<file path="config.mk">
export PLATFORM = sky130hd
export DESIGN_NAME = falafel_lsu
export DESIGN_NICKNAME = d
export VERILOG_FILES = /design/src/rtl/falafel_lsu.sv
export SDC_FILE = /design/constraint.sdc
export NUM_CORES = 1
export LEC_CHECK = 0
export ABC_AREA = 1
export CAP_MARGIN = 20
export CORE_MARGIN = 2
export CORE_UTILIZATION = 47
export CTS_CLUSTER_SIZE = 24
export DETAILED_ROUTE_END_ITERATION = 10
export PLACE_DENSITY = 0.8
export SKIP_CTS_REPAIR_TIMING = 1
export SLEW_MARGIN = 25
export SYNTH_ARGS = -nofsm -noshare
export SYNTH_HDL_FRONTEND = slang
export SYNTH_SLANG_ARGS = --single-unit
</file>
<file path="constraint.sdc">
create_clock -name clk_i -period 3.1 [get_ports clk_i]
set_clock_uncertainty 0.05 [all_clocks]
set_input_delay 0.62 -clock clk_i [delete_from_list [all_inputs] [get_ports clk_i]]
set_output_delay 0.62 -clock clk_i [all_outputs]
set_load 0.01 [all_outputs]
</file>
<file path="src/rtl/falafel_lsu.sv">
// falafel_lsu: responder end of the allocator header channel. Executes free-list
// commands (LOCK/UNLOCK/LOAD/SET_INSERT_ADDR/INSERT/DELETE) over a single-outstanding
// 64-bit word memory port.
// Optional build macro FALAFEL_LSU_ALIGN_CHECK_EN: rejects header addresses that are
// not 8-byte aligned with err_o and a zeroed response instead of touching memory.

package falafel_lsu_pkg;
    // Marks "no insert position chosen yet"; link writes then land on the head slot.
    localparam logic [63:0] EMPTY_KEY              = 64'h0;
    localparam logic [63:0] BLOCK_NEXT_ADDR_OFFSET = 64'd8;

    typedef enum logic [2:0] {
        OP_LOCK            = 3'd0,
        OP_UNLOCK          = 3'd1,
        OP_LOAD            = 3'd2,
        OP_SET_INSERT_ADDR = 3'd3,
        OP_INSERT          = 3'd4,
        OP_DELETE          = 3'd5
    } lsu_op_e;

    typedef struct packed {
        logic [63:0] addr;
        logic [63:0] size;
        logic [63:0] next_addr;
    } header_t;

    typedef struct packed {
        logic    val;
        lsu_op_e op;
        header_t header;
    } header_data_req_t;

    typedef struct packed {
        logic    val;
        header_t header;
    } header_data_rsp_t;
endpackage

module falafel_lsu
    import falafel_lsu_pkg::*;
#(
    parameter logic [63:0] LOCK_ADDR     = 64'h0,
    parameter int unsigned LOCK_SPIN_MAX = 16
) (
    input  logic             clk_i,
    input  logic             rst_ni,
    input  header_data_req_t req_i,
    output logic             ready_o,
    output header_data_rsp_t rsp_o,
    output logic             err_o,
    output logic             mem_req_o,
    output logic             mem_we_o,
    output logic [63:0]      mem_addr_o,
    output logic [63:0]      mem_wdata_o,
    input  logic             mem_gnt_i,
    input  logic             mem_rvalid_i,
    input  logic [63:0]      mem_rdata_i
);

    typedef enum logic [3:0] {
        IDLE, LK_RD, LK_WR, RD_SIZE, RD_NEXT, WR_SIZE, WR_NEXT, WR_LINK, RESP
    } state_e;

    state_e      state_q, state_d;
    lsu_op_e     op_q, op_d;
    header_t     hdr_q, hdr_d;          // latched command header, doubles as response header
    logic [63:0] prev_q, prev_d;
    logic [31:0] spin_q, spin_d;
    logic        gnt_seen_q, gnt_seen_d; // current access granted, read still waiting for data
    logic        mem_we_q, mem_we_d;
    logic [63:0] mem_addr_q, mem_addr_d;
    logic [63:0] mem_wdata_q, mem_wdata_d;
`ifdef FALAFEL_LSU_ALIGN_CHECK_EN
    logic        err_q, err_d;
`endif

    logic in_access, acc_gnt, acc_done, launch, misaligned;

    assign in_access = state_q inside {LK_RD, LK_WR, RD_SIZE, RD_NEXT, WR_SIZE, WR_NEXT, WR_LINK};
    assign mem_req_o = in_access && !gnt_seen_q;
    assign acc_gnt   = mem_req_o && mem_gnt_i;
    // Read data may come back in the grant cycle or any later one.
    assign acc_done  = mem_we_q ? acc_gnt : ((gnt_seen_q || acc_gnt) && mem_rvalid_i);

`ifdef FALAFEL_LSU_ALIGN_CHECK_EN
    assign misaligned = (req_i.op inside {OP_LOAD, OP_INSERT, OP_DELETE, OP_SET_INSERT_ADDR})
                        && (req_i.header.addr[2:0] != 3'd0);
    assign err_o      = (state_q == RESP) && err_q;
`else
    assign misaligned = 1'b0;
    assign err_o      = 1'b0;
`endif

    assign ready_o     = (state_q == IDLE);
    assign mem_we_o    = mem_we_q;
    assign mem_addr_o  = mem_addr_q;
    assign mem_wdata_o = mem_wdata_q;

    // Response is driven only during RESP and is all-zero otherwise.
    always_comb begin
        rsp_o = '0;
        if (state_q == RESP) begin
            rsp_o.val    = 1'b1;
            rsp_o.header = hdr_q;
        end
    end

    // Next-state logic; entering an access state loads the memory request registers.
    always_comb begin
        // NOTE: every variable gets a default first so no path leaves a latch behind.
        state_d     = state_q;
        op_d        = op_q;
        hdr_d       = hdr_q;
        prev_d      = prev_q;
        spin_d      = spin_q;
        gnt_seen_d  = gnt_seen_q;
        mem_we_d    = mem_we_q;
        mem_addr_d  = mem_addr_q;
        mem_wdata_d = mem_wdata_q;
        launch      = 1'b0;
`ifdef FALAFEL_LSU_ALIGN_CHECK_EN
        err_d       = err_q;
`endif
        if (acc_gnt) gnt_seen_d = 1'b1;

        unique case (state_q)
            IDLE: if (req_i.val) begin
                op_d  = req_i.op;
                hdr_d = req_i.header;
`ifdef FALAFEL_LSU_ALIGN_CHECK_EN
                err_d = misaligned;
`endif
                if (misaligned) begin
                    hdr_d.size      = '0;
                    hdr_d.next_addr = EMPTY_KEY;
                    state_d         = RESP;
                end else begin
                    launch = 1'b1;
                    case (req_i.op)
                        OP_LOCK:   state_d = LK_RD;
                        OP_UNLOCK: state_d = LK_WR;
                        OP_LOAD:   state_d = RD_SIZE;
                        OP_INSERT: state_d = WR_SIZE;
                        OP_DELETE: state_d = WR_LINK;
                        OP_SET_INSERT_ADDR: begin
                            prev_d  = req_i.header.addr;
                            launch  = 1'b0;
                            state_d = RESP;
                        end
                        default: begin
                            launch  = 1'b0;
                            state_d = RESP;
                        end
                    endcase
                end
            end
            LK_RD: if (acc_done) begin
                if (mem_rdata_i != 64'd0) begin
                    // Lock held: retry, giving up after LOCK_SPIN_MAX failed reads (0 = never).
                    if ((LOCK_SPIN_MAX != 0) && (spin_q + 32'd1 == 32'(LOCK_SPIN_MAX))) begin
                        spin_d  = '0;
                        state_d = IDLE;
                    end else begin
                        spin_d = spin_q + 32'd1;
                        launch = 1'b1;
                    end
                end else begin
                    spin_d  = '0;
                    state_d = LK_WR;
                    launch  = 1'b1;
                end
            end
            LK_WR:   if (acc_done) state_d = RESP;
            RD_SIZE: if (acc_done) begin
                hdr_d.size = mem_rdata_i;
                state_d    = RD_NEXT;
                launch     = 1'b1;
            end
            RD_NEXT: if (acc_done) begin
                hdr_d.next_addr = mem_rdata_i;
                state_d         = RESP;
            end
            WR_SIZE: if (acc_done) begin
                state_d = WR_NEXT;
                launch  = 1'b1;
            end
            WR_NEXT: if (acc_done) begin
                state_d = WR_LINK;
                launch  = 1'b1;
            end
            WR_LINK: if (acc_done) state_d = RESP;
            RESP:    state_d = IDLE;
            default: state_d = IDLE;
        endcase

        if (launch) begin
            gnt_seen_d = 1'b0;
            case (state_d)
                LK_RD: begin
                    mem_we_d   = 1'b0;
                    mem_addr_d = LOCK_ADDR;
                end
                LK_WR: begin
                    mem_we_d    = 1'b1;
                    mem_addr_d  = LOCK_ADDR;
                    mem_wdata_d = (op_d == OP_LOCK) ? 64'd1 : 64'd0;
                end
                RD_SIZE: begin
                    mem_we_d   = 1'b0;
                    mem_addr_d = hdr_d.addr;
                end
                RD_NEXT: begin
                    mem_we_d   = 1'b0;
                    mem_addr_d = hdr_d.addr + BLOCK_NEXT_ADDR_OFFSET;
                end
                WR_SIZE: begin
                    mem_we_d    = 1'b1;
                    mem_addr_d  = hdr_d.addr;
                    mem_wdata_d = hdr_d.size;
                end
                WR_NEXT: begin
                    mem_we_d    = 1'b1;
                    mem_addr_d  = hdr_d.addr + BLOCK_NEXT_ADDR_OFFSET;
                    mem_wdata_d = hdr_d.next_addr;
                end
                WR_LINK: begin
                    mem_we_d    = 1'b1;
                    mem_addr_d  = prev_d + BLOCK_NEXT_ADDR_OFFSET;
                    mem_wdata_d = (op_d == OP_INSERT) ? hdr_d.addr : hdr_d.next_addr;
                end
                default: ;
            endcase
        end
    end

    // State and datapath registers with synchronous active-low reset.
    always_ff @(posedge clk_i) begin
        // NOTE: non-blocking assignments so every register samples pre-edge values.
        if (!rst_ni) begin
            state_q     <= IDLE;
            op_q        <= OP_LOCK;
            hdr_q       <= '0;
            prev_q      <= EMPTY_KEY;
            spin_q      <= '0;
            gnt_seen_q  <= 1'b0;
            mem_we_q    <= 1'b0;
            mem_addr_q  <= '0;
            mem_wdata_q <= '0;
        end else begin
            state_q     <= state_d;
            op_q        <= op_d;
            hdr_q       <= hdr_d;
            prev_q      <= prev_d;
            spin_q      <= spin_d;
            gnt_seen_q  <= gnt_seen_d;
            mem_we_q    <= mem_we_d;
            mem_addr_q  <= mem_addr_d;
            mem_wdata_q <= mem_wdata_d;
        end
    end

`ifdef FALAFEL_LSU_ALIGN_CHECK_EN
    // Error flag travels with the command until its response.
    always_ff @(posedge clk_i) begin
        if (!rst_ni) err_q <= 1'b0;
        else         err_q <= err_d;
    end
`endif

endmodule
</file>
## Word-level counts from Yosys, hierarchy flattened

Index checks and enable logic that the tools add are counted.

| cells by class | value |
|---|---|
| equal/unequal tests | 22 |
| bitwise gates (word level) | 1 |
| multiplexer cells | 37 |
| reduce and logical (&&, ||, !) cells | 26 |
| $add $sub $neg | 3 |

Operator list:

| cell | number |
|---|---|
| $pmux W64 S4 | 2 |
| $mux W64 | 7 |
| $pmux W64 S2 | 2 |
| $mux W193 | 1 |
| $mux W192 | 1 |
| $add A64 B4 Y64 const B | 2 |
| $mux W32 | 2 |
| $reduce_bool A64 Y1 | 1 |
| $add A32 B1 Y32 const B | 1 |
| $eq A32 B5 Y1 const B | 1 |
| $eq A4 B3 Y1 const B | 8 |
| $mux W4 | 8 |
| $pmux W4 S6 | 1 |
| $pmux W4 S5 | 1 |
| $eq A4 B2 Y1 const B | 4 |
| $eq A3 B3 Y1 const B | 3 |
| $reduce_or A3 Y1 | 3 |
| $eq A4 B1 Y1 const B | 2 |
| $mux W1 | 8 |
| $reduce_and A2 Y1 | 4 |
| $reduce_bool A4 Y1 | 2 |
| $reduce_or A2 Y1 | 4 |
| $reduce_bool A7 Y1 | 1 |
| $eq A3 B2 Y1 const B | 2 |
| 14 further kinds | 18 |

| word-level totals | value |
|---|---|
| flip-flop bits (word level) | 425 |

## Longest topological paths before layout

| logic depth | value |
|---|---|
| depth in word-level cells | 13 |
| depth in mapped cells | 32 |

## Worst setup path before layout

Ideal clock, no wire load.

| timing path | value |
|---|---|
| path kind | register -> register |
| start | register spin_q[1] |
| end | register mem_addr_q[59] (netlist: mem_addr_o[59]) |
| arrival time | 3241 ps |
| path slack | -313 ps |
| stages on the path, launching flop included | 31 |
| buffers on the path | 1 |
| library setup time | 122 ps |
| cells stage by stage | dfxtp_1 ha_1 nand2_1 nor2_4 nand2_2 nor2_4 nand2_1 nand2_1 nand2_1 nor2_1 nand2_1 nor2_1 nand3_1 nand2_1 nand2_1 nand2_1 nand2_2 nand3_4 buf_12 nand2_1 o21ai_2 ha_1 nand3_1 a21oi_2 nand2_2 nor2_4 nand3_2 nor2_1 nand3_1 nand2_1 a21oi_2 |

| on the way | value |
|---|---|
| longest elaborated chain between the ends | 10 |
| elaborated cells on any way between the ends | 23 |
| those cells by class | 1 x add/sub; 8 x eq/ne; 9 x mux; 5 x reduce/logical |

RTL lines:

| what | RTL line | RTL |
|---|---|---|
| start: declaration | 68 | `logic [31:0] spin_q, spin_d;` |
| start signal: assignment | 254 | `spin_q <= spin_d;` |
| $add A32 B1 Y32 (*) | 160 | `if ((LOCK_SPIN_MAX != 0) && (spin_q + 32'd1 == 32'(LOCK_SPIN_MAX))) begin` |
| $eq A32 B5 Y1 (*) | 160 |  |
| $mux W4 | 160 |  |
| $mux W4 | 158 | `if (mem_rdata_i != 64'd0) begin` |
| $mux W4 | 157 | `LK_RD: if (acc_done) begin` |
| $pmux W4 S6 | 126 | `unique case (state_q)` |
| $eq A4 B2 Y1 (tied with other cells) | 198 | `case (state_d)` |
| $reduce_or A2 Y1 (no line) | - |  |
| $reduce_bool A4 Y1 (no line) | - |  |
| $reduce_and A2 Y1 (no line) | - |  |
| end signal: assignment | 257 | `mem_addr_q <= mem_addr_d;` |
| end: declaration | 71 | `logic [63:0] mem_addr_q, mem_addr_d;` |

Mark *: on every way between the ends. The rest lies on a longest branch, timed or not.
A chain may end at the register's enable or synchronous reset.

## Worst setup path in the final report

| timing path | value |
|---|---|
| start | register spin_q[1] |
| end | register mem_addr_q[51] (netlist: mem_addr_o[51]) |

The elaborated chain is that of the path after synthesis.

==> results.yml <==
die:
  std_cell_rows: 87
  die_w_um: 243
  core_um2: 56400
  pin_count: 589
  start_util_pct: 47.5
  die_h_um: 243
  dieArea_um2: 58900
synthesis:
  synth-seq-area-share_pct: 31.8
  syn_area_per_cell_um2: 6.14
  synth.distinct_cells: 50
  ys_ff_latch: 425
  syn-num-nets: 4621
  synth_top_area_cell: "dfxtp_1"
  synth.top_cell.area_share_pct: 31.8
  synthCells: 4355
  synth_area_leaders: "dfxtp_1 32%, nand2_1 15%, nor2_1 10%"
  async_reset_ff_share_pct: 0
  synth_edf_count: 0
  netlist_area_um2: 26800
  ys.flop_type: "dfxtp_1"
  ys_warn_count: 0
layout:
  area_growth_pct: 55.3
  nFillCells: 4639
  multiInputGateArea_um2: 16200
  seq_area_um2: 8530
  drive_gt1_share_pct: 22.6
  nNetsFinal: 5738
worst_setup_path:
  path_class: "register to register"
  r2r-start: "spin_q[1]$_SDFFE_PN0P_"
  rr_worst_depth: 28
  critPathLaunch: "spin_q[1]$_SDFFE_PN0P_"
  rrSetupSlack_ns: -1.04
  arrival_ns: 4.62
  r2r-end: "mem_addr_o[51]$_SDFFE_PN0P_"
  critical_path.slowest_cell: "dfxtp_4"
  path_buf_inv: 4
  endpoint_kind: "register"
  cp_max_fo: 6
  critPathCapture: "mem_addr_o[51]$_SDFFE_PN0P_"
  worstSetupPathDepth: 28
  cp.required_ns: 3.58
  startpoint_type: "register"
  critPathMaxStageDelay_ns: 0.37
  critPathTopFamily: "simple AND/OR/NAND/NOR gates"
routing:
  drcViolationCount: 0
  first_iter_violations: 3956
  wl_mm: 136
  viasPerCell: 5.67
  antenna_left: 0
  num_vias: 35556
  first_pass_iters: 6
  wl_per_cell_um: 21.7
timing:
  period_minus_slack_ns: 4.14
  finalSetupViolCount: 354
  fin_crit_sh_pct: 134
  slew_viol_final: 0
  hold_slack_ns: 0.418
  hold_viol_final: 0
  tightest_slew_ns: 0.918
  fmax_mhz: 241
  finalSetupTns_ns: -136.90
  rsz0062_at_grt: "true"
  setup_slack_ns: -1.04
  slew_headroom_pct: 38.8
power_and_ir_drop:
  ir_worst_vdd_uv: 445
  leakage_nw: 17.8
  power_density_nw_per_um2: 514
clock_tree:
  clk_path_buf_depth: 3
  numCtsBuffers: 48
  cts.sinks: 425
  root_buffer: "clkbuf_16"
  tritoncts: "yes"
  worstSkewPairLatency_ns: 0.61
  h-tree-depth: 2
  path_clk_slew_ns: 0.07
global_routing:
  first_global_vias: 32606
  overflow: 0
  grt_usage_pct: 43.5
  grt_pass1_wl_mm: 198
  antenna_found_initial: 14
  grt_max_degree: 81
placement:
  portBuffers: 587
  gp_congestion: 1.05
  dp_hpwl_mm: 102
status:
  violations: "negative setup slack"
  status: "complete, but fails checks"
run:
  max_cap_viol_count: 0
hold_path:
  hold_class: "register to register"
  hp-start: "mem_wdata_o[61]$_SDFFE_PN0P_"
## cell usage after synthesis, types with 3 or more instances
| cell | instances |
|---|---|
| o21ai_2 | 9 |
| a31oi_1 | 55 |
| nor2_1 | 716 |
| buf_1 | 17 |
| o22ai_1 | 30 |
| nand3b_1 | 20 |
| nand3_2 | 3 |
| buf_2 | 34 |
| nor3_1 | 16 |
| nor2_2 | 35 |
| inv_1 | 488 |
| or2_2 | 66 |
| clkbuf_1 | 211 |
| nand2_1 | 1101 |
| a21oi_1 | 278 |
| inv_2 | 16 |
| xor2_1 | 5 |
| dfxtp_1 | 425 |
| o21ai_1 | 17 |
| o211ai_1 | 141 |
| nor2_4 | 15 |
| nand3_1 | 124 |
| buf_4 | 6 |
| o221ai_1 | 102 |
| nor4_1 | 20 |
| nand2_2 | 26 |
| o21ai_0 | 227 |
| a211oi_1 | 3 |
| nand4_1 | 74 |
| buf_6 | 10 |
| mux2i_1 | 40 |
## cell families (layout without fill, tap and decap cells)
logic type | Yosys count | after routing | share of synthesized area (%)
xor+xnor | 6 | 6 | 0.196
other cells | 1 | 12 | 0.0140
flops | 425 | 425 | 31.8
mux | 40 | 40 | 1.50
simple gates | 2224 | 2224 | 35.0
compound gates | 871 | 871 | 19.7
buf+inv | 786 | 1939 | 11.7
fa+ha+maj | 2 | 2 | 0.0935
## how the worst min path moves through the flow
stage	end	slack [ns]	cells past startpoint
floorplan	spin_q[31]$_SDFFE_PN0P_	0.40	2
global placement	mem_wdata_o[6]$_SDFFE_PN0P_	0.40	2
detailed placement	mem_wdata_o[61]$_SDFFE_PN0P_	0.40	2
CTS	mem_wdata_o[61]$_SDFFE_PN0P_	0.41	2
global route	mem_wdata_o[35]$_SDFFE_PN0P_	0.43	2
finish	mem_wdata_o[61]$_SDFFE_PN0P_	0.42	2
## flip-flops by register name, indices dropped and copies added (netlist names)
register / cells
gnt_seen_q: 1
hdr_q: 192
mem_addr_o: 64
mem_wdata_o: 64
mem_we_o: 1
op_q: 3
prev_q: 64
spin_q: 32
state_q: 4
## tightest hold or removal path, cell delays in order, from the launching register on
cell,delay [ns]
dfxtp_1,0.31
nand2_1,0.06
a21oi_1,0.05
## routing by layer
layer	track usage, %	routed length [µm]	vias to the layer above
li1	-	-	16429
met1	55.6	52200	16395
met2	67.8	59400	2220
met3	7.92	13800	508
met4	27.2	10500	4
met5	0	27	-
## cells in the final DEF, fill, tap and decap left out, drive strengths merged, types with 2 or more instances in the layout
master         synthesis  routed
nor4                  20      20
nand4                 74      74
nand3b                20      20
o22ai                 30      30
inv                  504     507
buf                   70     759
a21oi                280     280
o221ai               102     102
dfxtp                425     425
o21ai                253     253
mux2i                 40      40
a31oi                 55      55
a211oi                 3       3
nor3                  19      19
bufinv                 0       8
xor2                   5       5
clkbuf               211      61
clkinvlp               0       3
nand3                128     128
o211ai               141     141
nand2               1128    1128
o2111ai                2       2
clkinv                 1      16
nor2                 768     768
ha                     2       2
or2                   66      66
diode                  0      11
clkdlybuf4s50          0     585
## power breakdown
group | internal [mW] | total, mW | leakage (nW) | switching [mW]
Sequential | 6.10 | 6.49 | 3.48 | 0.384
Combinational | 3.51 | 8.63 | 13.5 | 5.12
Clock | 3.60 | 6.24 | 0.810 | 2.63
## through the flow
step	setup WS [ns]	instances	utilization [%]	power, mW	area (µm²)
floorplan	-0.167	4355	-	10.3	26800
global placement	-1.82	6143	68.2	14.6	38400
detailed placement	-1.75	6143	68.2	14.7	38400
CTS	-1.30	6229	71.1	20.8	40100
global route	-1.22	6274	73.7	22.1	41500
finish	-1.04	6275	73.7	21.4	41500
## final cells by class
cell class | instances | share of cell area, %
diodes | 11 | 0.0663
clock buffers | 57 | 3.04
clock inverters | 29 | 0.949
inverters | 505 | 4.62
multi-input cells | 3144 | 38.9
flip-flops and latches | 425 | 20.5
well taps | 756 | 2.28
repair buffers | 1348 | 29.6
Power figures use the tool's default switching activity.
